===== config.mk =====
export PLATFORM = sky130hd
export DESIGN_NAME = oka_32bit_seq_flat
export DESIGN_NICKNAME = d
export VERILOG_FILES = /design/src/rtl/oka_pkg.sv /design/src/rtl/oka_32bit_seq_if.sv /design/src/rtl/oka_recombine_32bit.sv /design/src/rtl/oka_32bit_seq.sv /design/src/flat_wrapper.sv
export SDC_FILE = /design/constraint.sdc
export NUM_CORES = 1
export LEC_CHECK = 0
export ABC_AREA = 1
export CAP_MARGIN = 20
export CORE_ASPECT_RATIO = 0.9
export CORE_MARGIN = 2
export CORE_UTILIZATION = 41
export DETAILED_ROUTE_END_ITERATION = 6
export PLACE_DENSITY = 0.74
export SYNTH_ARGS = -nofsm -noshare
export SYNTH_HDL_FRONTEND = slang
export SYNTH_SLANG_ARGS = --single-unit

===== constraint.sdc =====
create_clock -name clk -period 1.5 [get_ports clk]
set_input_delay 0.225 -clock clk [delete_from_list [all_inputs] [get_ports clk]]
set_output_delay 0.225 -clock clk [all_outputs]
set_load 0.02 [all_outputs]

===== src/rtl/oka_pkg.sv =====
// Shared types and helpers for the sequential 32-bit carry-less Karatsuba multiplier.
// Holds widths, the controller state encoding and the XOR-only recombination function.
package oka_pkg;

  localparam int W = 32;
  localparam int H = W / 2;

  typedef enum logic [2:0] {
    IDLE,
    P0,
    P1,
    P2,
    DONE
  } oka_seq_state_t;

  // z0 = lo*lo, z1 = (hi^lo)*(hi^lo), z2 = hi*hi; mid term is z1 with z0 and z2 removed.
  function automatic logic [2*W-2:0] oka_combine(input logic [2*H-2:0] z0,
                                                  input logic [2*H-2:0] z1,
                                                  input logic [2*H-2:0] z2);
    logic [2*H-2:0] mid;
    mid = z0 ^ z1 ^ z2;
    return {{W{1'b0}}, z0}
         ^ {{H{1'b0}}, mid, {H{1'b0}}}
         ^ {z2, {W{1'b0}}};
  endfunction

endpackage


===== src/rtl/oka_32bit_seq_if.sv =====
// Requester handshake, result handshake and shared half-width multiplier bus.
// The slave modport is the multiplier controller; the master modport is its parent.
interface oka_32bit_seq_if #(
  parameter int W = oka_pkg::W
);
  localparam int H = W / 2;

  logic           in_valid;
  logic           in_ready;
  logic [W-1:0]   a;
  logic [W-1:0]   b;
  logic           out_valid;
  logic           out_ready;
  logic [2*W-2:0] y;
  logic [H-1:0]   mul_a;
  logic [H-1:0]   mul_b;
  logic [2*H-2:0] mul_y;
  logic           busy;

  modport slave (
    input  in_valid, a, b, out_ready, mul_y,
    output in_ready, out_valid, y, mul_a, mul_b, busy
  );

  modport master (
    output in_valid, a, b, out_ready, mul_y,
    input  in_ready, out_valid, y, mul_a, mul_b, busy
  );

endinterface


===== src/rtl/oka_recombine_32bit.sv =====
// Combinational Karatsuba recombination of three 31-bit partial products into a 63-bit product.
// Zero latency, no handshake: pure XOR network.
module oka_recombine_32bit
  import oka_pkg::*;
(
  input  logic [2*H-2:0] i_z0,
  input  logic [2*H-2:0] i_z1,
  input  logic [2*H-2:0] i_z2,
  output logic [2*W-2:0] o_y
);

  assign o_y = oka_combine(i_z0, i_z1, i_z2);

endmodule


===== src/rtl/oka_32bit_seq.sv =====
// Sequential 32x32 carry-less Karatsuba multiplier sharing one external 16-bit multiplier over P0..P2.
// Result 4 cycles after accept; holds y in DONE until out_ready, taking a new request in that same cycle.
module oka_32bit_seq #(
  parameter int W = oka_pkg::W
) (
  input  logic            clk,
  input  logic            rst_n,
  oka_32bit_seq_if.slave  bus
);
  import oka_pkg::*;

  localparam int H = W / 2;

  oka_seq_state_t r_state;
  oka_seq_state_t w_state_nxt;

  logic [W-1:0]   r_ra;
  logic [W-1:0]   r_rb;
  logic [2*H-2:0] r_z0;
  logic [2*H-2:0] r_z1;
  logic [2*H-2:0] r_z2;
  logic [2*W-2:0] r_y;
  logic           r_out_vld;
  logic           r_live;

  logic           w_in_rdy;
  logic           w_accept;
  logic [H-1:0]   w_mul_a;
  logic [H-1:0]   w_mul_b;
  logic [2*H-2:0] w_z2_sel;
  logic [2*W-2:0] w_y_comb;

  // r_live keeps in_ready low until the first edge after reset release.
  assign w_in_rdy = r_live && ((r_state == IDLE) || ((r_state == DONE) && bus.out_ready));
  assign w_accept = bus.in_valid && w_in_rdy;

  always_comb begin
    w_state_nxt = r_state;
    w_mul_a     = '0;
    w_mul_b     = '0;
    case (r_state)
      IDLE: begin
        if (w_accept) begin
          w_state_nxt = P0;
        end
      end
      P0: begin
        w_mul_a     = r_ra[H-1:0];
        w_mul_b     = r_rb[H-1:0];
        w_state_nxt = P1;
      end
      P1: begin
        w_mul_a     = r_ra[W-1:H] ^ r_ra[H-1:0];
        w_mul_b     = r_rb[W-1:H] ^ r_rb[H-1:0];
        w_state_nxt = P2;
      end
      P2: begin
        w_mul_a     = r_ra[W-1:H];
        w_mul_b     = r_rb[W-1:H];
        w_state_nxt = DONE;
      end
      DONE: begin
        if (bus.out_ready) begin
          w_state_nxt = w_accept ? P0 : IDLE;
        end
      end
      default: begin
        w_state_nxt = IDLE;
      end
    endcase
  end

  always_ff @(posedge clk or negedge rst_n) begin
    if (!rst_n) begin
      r_state <= IDLE;
      r_live  <= 1'b0;
    end else begin
      r_state <= w_state_nxt;
      r_live  <= 1'b1;
    end
  end

  // In P2 the high-half product is still on the bus, so recombine from mul_y directly.
  assign w_z2_sel = (r_state == P2) ? bus.mul_y : r_z2;

  oka_recombine_32bit u_recombine (
    .i_z0 (r_z0),
    .i_z1 (r_z1),
    .i_z2 (w_z2_sel),
    .o_y  (w_y_comb)
  );

  always_ff @(posedge clk or negedge rst_n) begin
    if (!rst_n) begin
      r_ra      <= '0;
      r_rb      <= '0;
      r_z0      <= '0;
      r_z1      <= '0;
      r_z2      <= '0;
      r_y       <= '0;
      r_out_vld <= 1'b0;
    end else begin
      if (w_accept) begin
        r_ra <= bus.a;
        r_rb <= bus.b;
      end
      case (r_state)
        P0: r_z0 <= bus.mul_y;
        P1: r_z1 <= bus.mul_y;
        P2: begin
          r_z2      <= bus.mul_y;
          r_y       <= w_y_comb;
          r_out_vld <= 1'b1;
        end
        DONE: begin
          if (bus.out_ready) begin
            r_out_vld <= 1'b0;
          end
        end
        default: begin
        end
      endcase
    end
  end

  assign bus.in_ready  = w_in_rdy;
  assign bus.out_valid = r_out_vld;
  assign bus.y         = r_y;
  assign bus.mul_a     = w_mul_a;
  assign bus.mul_b     = w_mul_b;
  assign bus.busy      = (r_state != IDLE);

  a_y_only_from_p2: assert property (@(posedge clk) disable iff (!rst_n)
    (r_state != P2) |=> $stable(r_y));

  a_vld_in_done: assert property (@(posedge clk) disable iff (!rst_n)
    r_out_vld == (r_state == DONE));

endmodule


===== src/flat_wrapper.sv =====
// flat-port wrapper written by rule: the top's interface ports become plain ports
module oka_32bit_seq_flat import oka_pkg::*;
#(
  parameter int W = oka_pkg::W
)
  (clk, rst_n, bus_in_valid, bus_a, bus_b, bus_out_ready, bus_mul_y, bus_in_ready, bus_out_valid, bus_y, bus_mul_a, bus_mul_b, bus_busy);
  oka_32bit_seq_if #(.W(W)) bus_i ();
  input  logic clk;
  input  logic rst_n;
  input wire logic [$bits(bus_i.in_valid)-1:0] bus_in_valid;
  input wire logic [$bits(bus_i.a)-1:0] bus_a;
  input wire logic [$bits(bus_i.b)-1:0] bus_b;
  input wire logic [$bits(bus_i.out_ready)-1:0] bus_out_ready;
  input wire logic [$bits(bus_i.mul_y)-1:0] bus_mul_y;
  output wire logic [$bits(bus_i.in_ready)-1:0] bus_in_ready;
  output wire logic [$bits(bus_i.out_valid)-1:0] bus_out_valid;
  output wire logic [$bits(bus_i.y)-1:0] bus_y;
  output wire logic [$bits(bus_i.mul_a)-1:0] bus_mul_a;
  output wire logic [$bits(bus_i.mul_b)-1:0] bus_mul_b;
  output wire logic [$bits(bus_i.busy)-1:0] bus_busy;
  assign bus_i.in_valid = bus_in_valid;
  assign bus_i.a = bus_a;
  assign bus_i.b = bus_b;
  assign bus_i.out_ready = bus_out_ready;
  assign bus_i.mul_y = bus_mul_y;
  assign bus_in_ready = bus_i.in_ready;
  assign bus_out_valid = bus_i.out_valid;
  assign bus_y = bus_i.y;
  assign bus_mul_a = bus_i.mul_a;
  assign bus_mul_b = bus_i.mul_b;
  assign bus_busy = bus_i.busy;
  oka_32bit_seq #(.W(W)) u_core (.clk(clk), .rst_n(rst_n), .bus(bus_i));
endmodule

==> results of run 1 <==
per-stage QoR:
step / instances / cell area, um^2 / total power (uW) / setup WS, ps
floorplan: 1263 / 10200 / 20800 / -71.9
global placement: 1774 / 12900 / 27300 / -437
detailed placement: 1774 / 12900 / 27700 / -500
CTS: 1849 / 14500 / 35800 / -628
global route: 1893 / 15900 / 42100 / -720
finish: 1893 / 15900 / 39600 / -642
how the worst min path moves through the flow:
stage / endpoint / cells past startpoint
6_report: u_core.r_z2[17]$_DFF_PN0_ / 2
5_1_grt: u_core.r_z0[17]$_DFFE_PN0N_ / 2
4_1_cts: u_core.bus.y[49]$_DFFE_PN0P_ / 2
3_5_place_dp: u_core.bus.y[49]$_DFFE_PN0P_ / 1
3_3_place_gp: u_core.bus.y[49]$_DFFE_PN0P_ / 1
2_1_floorplan: u_core.bus.out_valid$_DFFE_PN0P_ / 0
flip-flops by register name (all words and copies together), names as in the netlist:
register / count
u_core.bus.out_valid: 1
u_core.r_state: 3
u_core.r_z0: 31
u_core.bus.y: 63
u_core.r_rb: 32
u_core.r_z1: 31
u_core.r_live: 1
u_core.r_z2: 15
u_core.r_ra: 32
what timing repair did:
item                                    4_1_cts  5_1_grt
endpoints found under the hold margin        39        0
endpoints found under the setup margin      250      253
cloned                                       13       25
hold buffers                                  1        0
pin swaps                                    10       25
resized for setup                           358      206
buffers inserted                             19       20
cell type report:
class / count / area share, %
repair buffers: 337 / 25.1
flip-flops and latches: 209 / 32.9
clock buffers: 36 / 4.57
inverters: 104 / 2.50
well taps: 308 / 2.43
multi-input cells: 891 / 31.9
clock inverters: 8 / 0.638
routing by layer:
metal,GRT usage (%),up-vias,part of all wire [%]
met1,31.8,4855,41
li1,-,4688,-
met4,7.41,0,3.1
met2,37.6,449,47
met5,0,-,0
met3,6.42,87,8.7
kinds of logic (layout without fill, tap and decap cells):
| logic type | count (synthesis) | in the layout | share of synthesized area, % |
|---|---|---|---|
| AO/OA/AOI/OAI | 164 | 164 | 9.22 |
| XOR/XNOR | 49 | 49 | 4.23 |
| buffers and inverters | 165 | 485 | 6.98 |
| flip-flops | 209 | 209 | 51.6 |
| other | 1 | 1 | 0.0370 |
| AND/OR/NAND/NOR | 675 | 677 | 27.9 |
layout by cell type (no fill, tap or decap), drive strengths merged:
cell type and n:
a21oi 49, a22oi 32, buf 156, bufbuf 2, bufinv 2, clkbuf 53, clkdlybuf4s15 8, clkdlybuf4s50 97
clkinv 6, conb 1, dfrtp 209, dlygate4sd2 56, dlygate4sd3 1, inv 104, nand2 438, nand3 139
nand3b 1, nand4 15, nor2 81, nor3 1, nor4 1, o21a 12, o21ai 71, or2 1
xnor2 5, xor2 44
power by group through the flow:
stage	logic (uW)	clock network [uW]	registers, uW
global placement	16900	0	10400
detailed placement	17200	0	10500
finish	22900	6070	10700
CTS	19200	6130	10500
floorplan	9850	0	11000
global route	24700	6370	11000
==> flow_summary.json, run 1 <==
{
  "cp-start-kind": "register",
  "synthFlopType": "dfrtp_1",
  "cts.sinks": 209,
  "ys_top_cells_by_count": "nand2_1 (435), dfrtp_1 (209), nand3_1 (138), inv_1 (102), nor2_1 (71)",
  "r2r-start": "u_core.r_state[2]$_DFFE_PN0P_",
  "hold_viol": 0,
  "syn-instance-count": 1263,
  "crit_path_end": "bus_mul_a[13]",
  "gp_congestion": 0.883,
  "drc": 0,
  "row_count": 54,
  "syn_area_um2": 10100,
  "nNetsFinal": 1666,
  "grt_usage_pct": 23.7,
  "first_pass_iters": 5,
  "p_switching_uw": 17300,
  "synth_nets": 1362,
  "finalCritPeriodShare_pct": 143,
  "synth.most_common_cell": "nand2_1",
  "drive_gt1_share_pct": 25.5,
  "worstReg2RegEnd": "u_core.r_rb[2]$_DFFE_PN0P_",
  "hold_class": "primary input to async pin",
  "synth_top_area_share_pct": 51.6,
  "cp_cell_sequence": "inv_2 > nand2_4 > nor2_4 > buf_12 > buf_16 > buf_12 > a22oi_2 > o21ai_2 > buf_6",
  "cap_viol_max_count": 0,
  "setup_violations": 206,
  "crit_family": "buffers and inverters",
  "violations": "negative setup slack",
  "skew_ps": 22.6,
  "slowest_delay_ps": 400,
  "combPwrFrac_pct": 57.7,
  "grt_pass1_wl_um": 49300,
  "min_period_ps": 2140,
  "vias": 10100,
  "h-tree-depth": 1,
  "fillers": 1869,
  "numCtsBuffers": 24,
  "rr_worst_depth": 11,
  "crit_cells": 9,
  "seqCellArea_um2": 5230,
  "ys_seq_elements": 209,
  "synthToLayoutAreaGrowth_pct": 56.8,
  "tritoncts": "yes",
  "critPathMaxFanout": 6,
  "arrival_ps": 1920,
  "synthArstFlopShare_pct": 100,
  "hold_ws_ps": 209,
  "cp_common_cell": "buf_12",
  "p_leak_uw": 0.00787,
  "finalSetupTns_ps": -54110,
  "utilization_pct": 65.5,
  "core_um2": 24300,
  "dp_hpwl_um": 18900,
  "pwr-share-clk_pct": 15.3,
  "sequentialPowerShare_pct": 27.0,
  "avgSynthCellArea_um2": 8.02,
  "post-synth-top-area-cell": "dfrtp_1",
  "routed_wirelength_um": 35500,
  "yosysUniqueCellTypes": 30,
  "peakVddDrop_uv": 1670,
  "io_pins": 197,
  "die-area_um2": 26000,
  "clk_latency_ps": 530,
  "ys_warn_count": 0,
  "first_global_vias": 9476,
  "slew_viol_final": 0,
  "die_h_um": 153,
  "io_buffers": 196,
  "clock.fmax_ghz": 0.467,
  "initial_core_util_pct": 41.8,
  "path_buf_inv": 5,
  "root_buffer": "clkbuf_16",
  "p_sw_share_pct": 43.6,
  "critPathKind": "register to output port",
  "rsz0062_at_grt": "yes",
  "slew_headroom_pct": 56.8,
  "antenna_found_initial": 0,
  "cp_slowest_cell": "dfrtp_1",
  "synth_edf_count": 0,
  "die_x_um": 170,
  "outcome": "complete, but fails checks",
  "drtIter0Drc": 890,
  "postRouteAntennaNets": 0,
  "required_ps": 1270,
  "clockBufferDepth": 3,
  "via_per_inst": 5.32,
  "multi_input_area_um2": 5060,
  "intPower_uw": 22400,
  "power.density_nw_per_um2": 2490,
  "grt_start_max_net_pins": 46,
  "ys_seq_area_share_pct": 51.6,
  "r2r_slack_ps": -430,
  "gr-total-overflow": 0,
  "synth_top_cells_by_area": "dfrtp_1 (52%), nand2_1 (16%), nand3_1 (6.8%), xor2_1 (3.8%), inv_1 (3.8%)",
  "clkTransAtPathRegs_ps": 60,
  "post_drt_wl_per_cell_um": 18.7,
  "end_kind": "output port",
  "diodes": 0,
  "max_slew.worst_pin.slew_ps": 645,
  "crit_path_start": "u_core.r_state[2]$_DFFE_PN0P_",
  "timing.final.ws_setup_ps": -642
}
No activity file was read; power rests on OpenSTA's default activity.
==> run 2: changes to the inputs <==
ABC_CLOCK_PERIOD_IN_PS = 1500   (was default)
==> results of run 2 <==
No change in the layout: final DEF, timing and power equal those of run 1.
==> run 3: changes to the inputs <==
==> constraint.sdc (replaced) <==
create_clock -name clk -period 1.5 [get_ports clk]
set_input_delay 0.225 -clock clk [delete_from_list [all_inputs] [get_ports clk]]
set_output_delay 0.225 -clock clk [all_outputs]
set_load 0.005 [all_outputs]
==> flow_summary.json, run 3 (synthesis results as in run 1) <==
{
  "hold_class": "primary input to async pin",
  "hold_viol": 0,
  "drive_gt1_share_pct": 30.3,
  "dpl_cell_area_um2": 12600,
  "antenna_found_initial": 0,
  "row_count": 54,
  "core_um2": 24300,
  "power.density_nw_per_um2": 2330,
  "critPathMaxFanout": 7,
  "timing.final.ws_setup_ps": -654,
  "layout_commonest_cell": "nand2_1",
  "worstReg2RegEnd": "u_core.r_ra[10]$_DFFE_PN0P_",
  "final_cell_mix": "nand2_1 (352), dfrtp_1 (207), nand3_1 (104)",
  "drtIter0Drc": 806,
  "end_kind": "output port",
  "die_h_um": 153,
  "slew_viol_final": 0,
  "io_pins": 197,
  "met2_length_um": 18100,
  "required_ps": 1270,
  "via_per_inst": 5.51,
  "vias": 10400,
  "clk_latency_ps": 530,
  "gr-total-overflow": 0,
  "tritoncts": "yes",
  "grt_pass1_wl_um": 51700,
  "clkTransAtPathRegs_ps": 60,
  "finalCritPeriodShare_pct": 144,
  "numCtsBuffers": 24,
  "drt-met1-wl_um": 14300,
  "critPathKind": "register to output port",
  "rr_worst_depth": 12,
  "pre_cts_slack_ps": -434,
  "initial_core_util_pct": 41.8,
  "violations": "negative setup slack",
  "min_period_ps": 2150,
  "io_buffers": 196,
  "largest_register_ffs": 63,
  "stdcell_area_um2": 16200,
  "dp_hpwl_um": 18300,
  "die-area_um2": 26000,
  "clockBufferDepth": 3,
  "drc": 0,
  "peakVddDrop_uv": 1450,
  "r2r-start": "u_core.r_state[1]$_DFFE_PN0P_",
  "outcome": "complete, but fails checks",
  "arrival_ps": 1930,
  "post_drt_wl_per_cell_um": 19.7,
  "cap_viol_max_count": 0,
  "cp-start-kind": "register",
  "grt_usage_pct": 24.9,
  "synthToLayoutAreaGrowth_pct": 60.3,
  "nNetsFinal": 1664,
  "root_buffer": "clkbuf_16",
  "skew_ps": 22.8,
  "wl_met3_um": 3270,
  "p_leak_uw": 0.00791,
  "gp_congestion": 0.852,
  "first_global_vias": 9926,
  "cts.sinks": 209,
  "routed_wirelength_um": 37200,
  "setup_violations": 163,
  "top_layer": "met4",
  "first_pass_iters": 7,
  "h-tree-depth": 1,
  "grt_start_max_net_pins": 54,
  "utilization_pct": 67.0,
  "postRouteAntennaNets": 0,
  "clock.fmax_ghz": 0.464,
  "diodes": 0,
  "rsz0062_at_grt": "yes",
  "r2r_slack_ps": -460,
  "die_x_um": 170
}
==> run 3: changes by cell type in the layout (fill, tap and decap cells not counted), sizes merged, moves of 4 or more <==
cell	before	now
clkdlybuf4s15	8	0
dlygate4sd2	56	64
clkbuf	53	47
buf	156	160
==> run 3: repair_timing <==
item,CTS,global route
cloned,24,16
setup buffers,48,20
endpoints found under the setup margin,232,224
endpoints found under the hold margin,195,0
hold buffers,1,0
pin swaps,43,58
resized for setup,456,215
==> run 3: worst max-delay path, stage by stage (launching register included) <==
cell and delay (ps):
dfrtp_1 390, inv_2 90, buf_6 120, nand2_4 50, nor2_4 180, buf_12 160, buf_16 140, a22oi_2 50
o21ai_1 90, buf_2 130
==> run 3: worst max path at each step <==
stage / start / end / depth (start not counted)
after global placement: u_core.r_state[0]$_DFFE_PN0P_ / bus_mul_b[9] / 6
after CTS: u_core.r_state[2]$_DFFE_PN0P_ / bus_mul_b[13] / 9
after floorplan: u_core.r_state[1]$_DFFE_PN0P_ / bus_mul_a[1] / 5
final: u_core.r_state[2]$_DFFE_PN0P_ / bus_mul_a[9] / 9
after detailed placement: u_core.r_state[0]$_DFFE_PN0P_ / bus_mul_b[9] / 6
after global routing: u_core.r_state[2]$_DFFE_PN0P_ / bus_mul_a[9] / 9
==> run 3: final cells by class <==
type	instances	area, um^2
Sequential cell	209	5230
Timing Repair Buffer	336	3890
Clock buffer	34	678
Fill cell	1767	8010
Clock inverter	9	138
Tap cell	308	385
Inverter	104	398
Multi-Input combinational cell	890	5530
==> run 3: power breakdown <==
group	switching [uW]	internal [uW]	total (uW)	leakage (uW)
clock network	2420	3670	6090	0.000397
registers	2450	8370	10800	0.00249
logic	11100	9800	20900	0.00502
total	16000	21800	37800	0.00791
==> run 3: per-stage QoR <==
step,power (uW),TNS [ps],hold WS [ps],std cells
5_1_grt,40100,-62410,178,1890
2_1_floorplan,18600,0,-70.6,1263
3_5_place_dp,25000,-33200,158,1748
6_report,37800,-51640,170,1890
3_3_place_gp,24600,-25270,167,1748
4_1_cts,33900,-56540,167,1861
==> run 3: routing by layer <==
metal	vias up	global-route usage, %
li1	4694	-
met4	0	7.69
met3	130	5.57
met2	520	41.6
met1	5070	32.3
met5	-	0
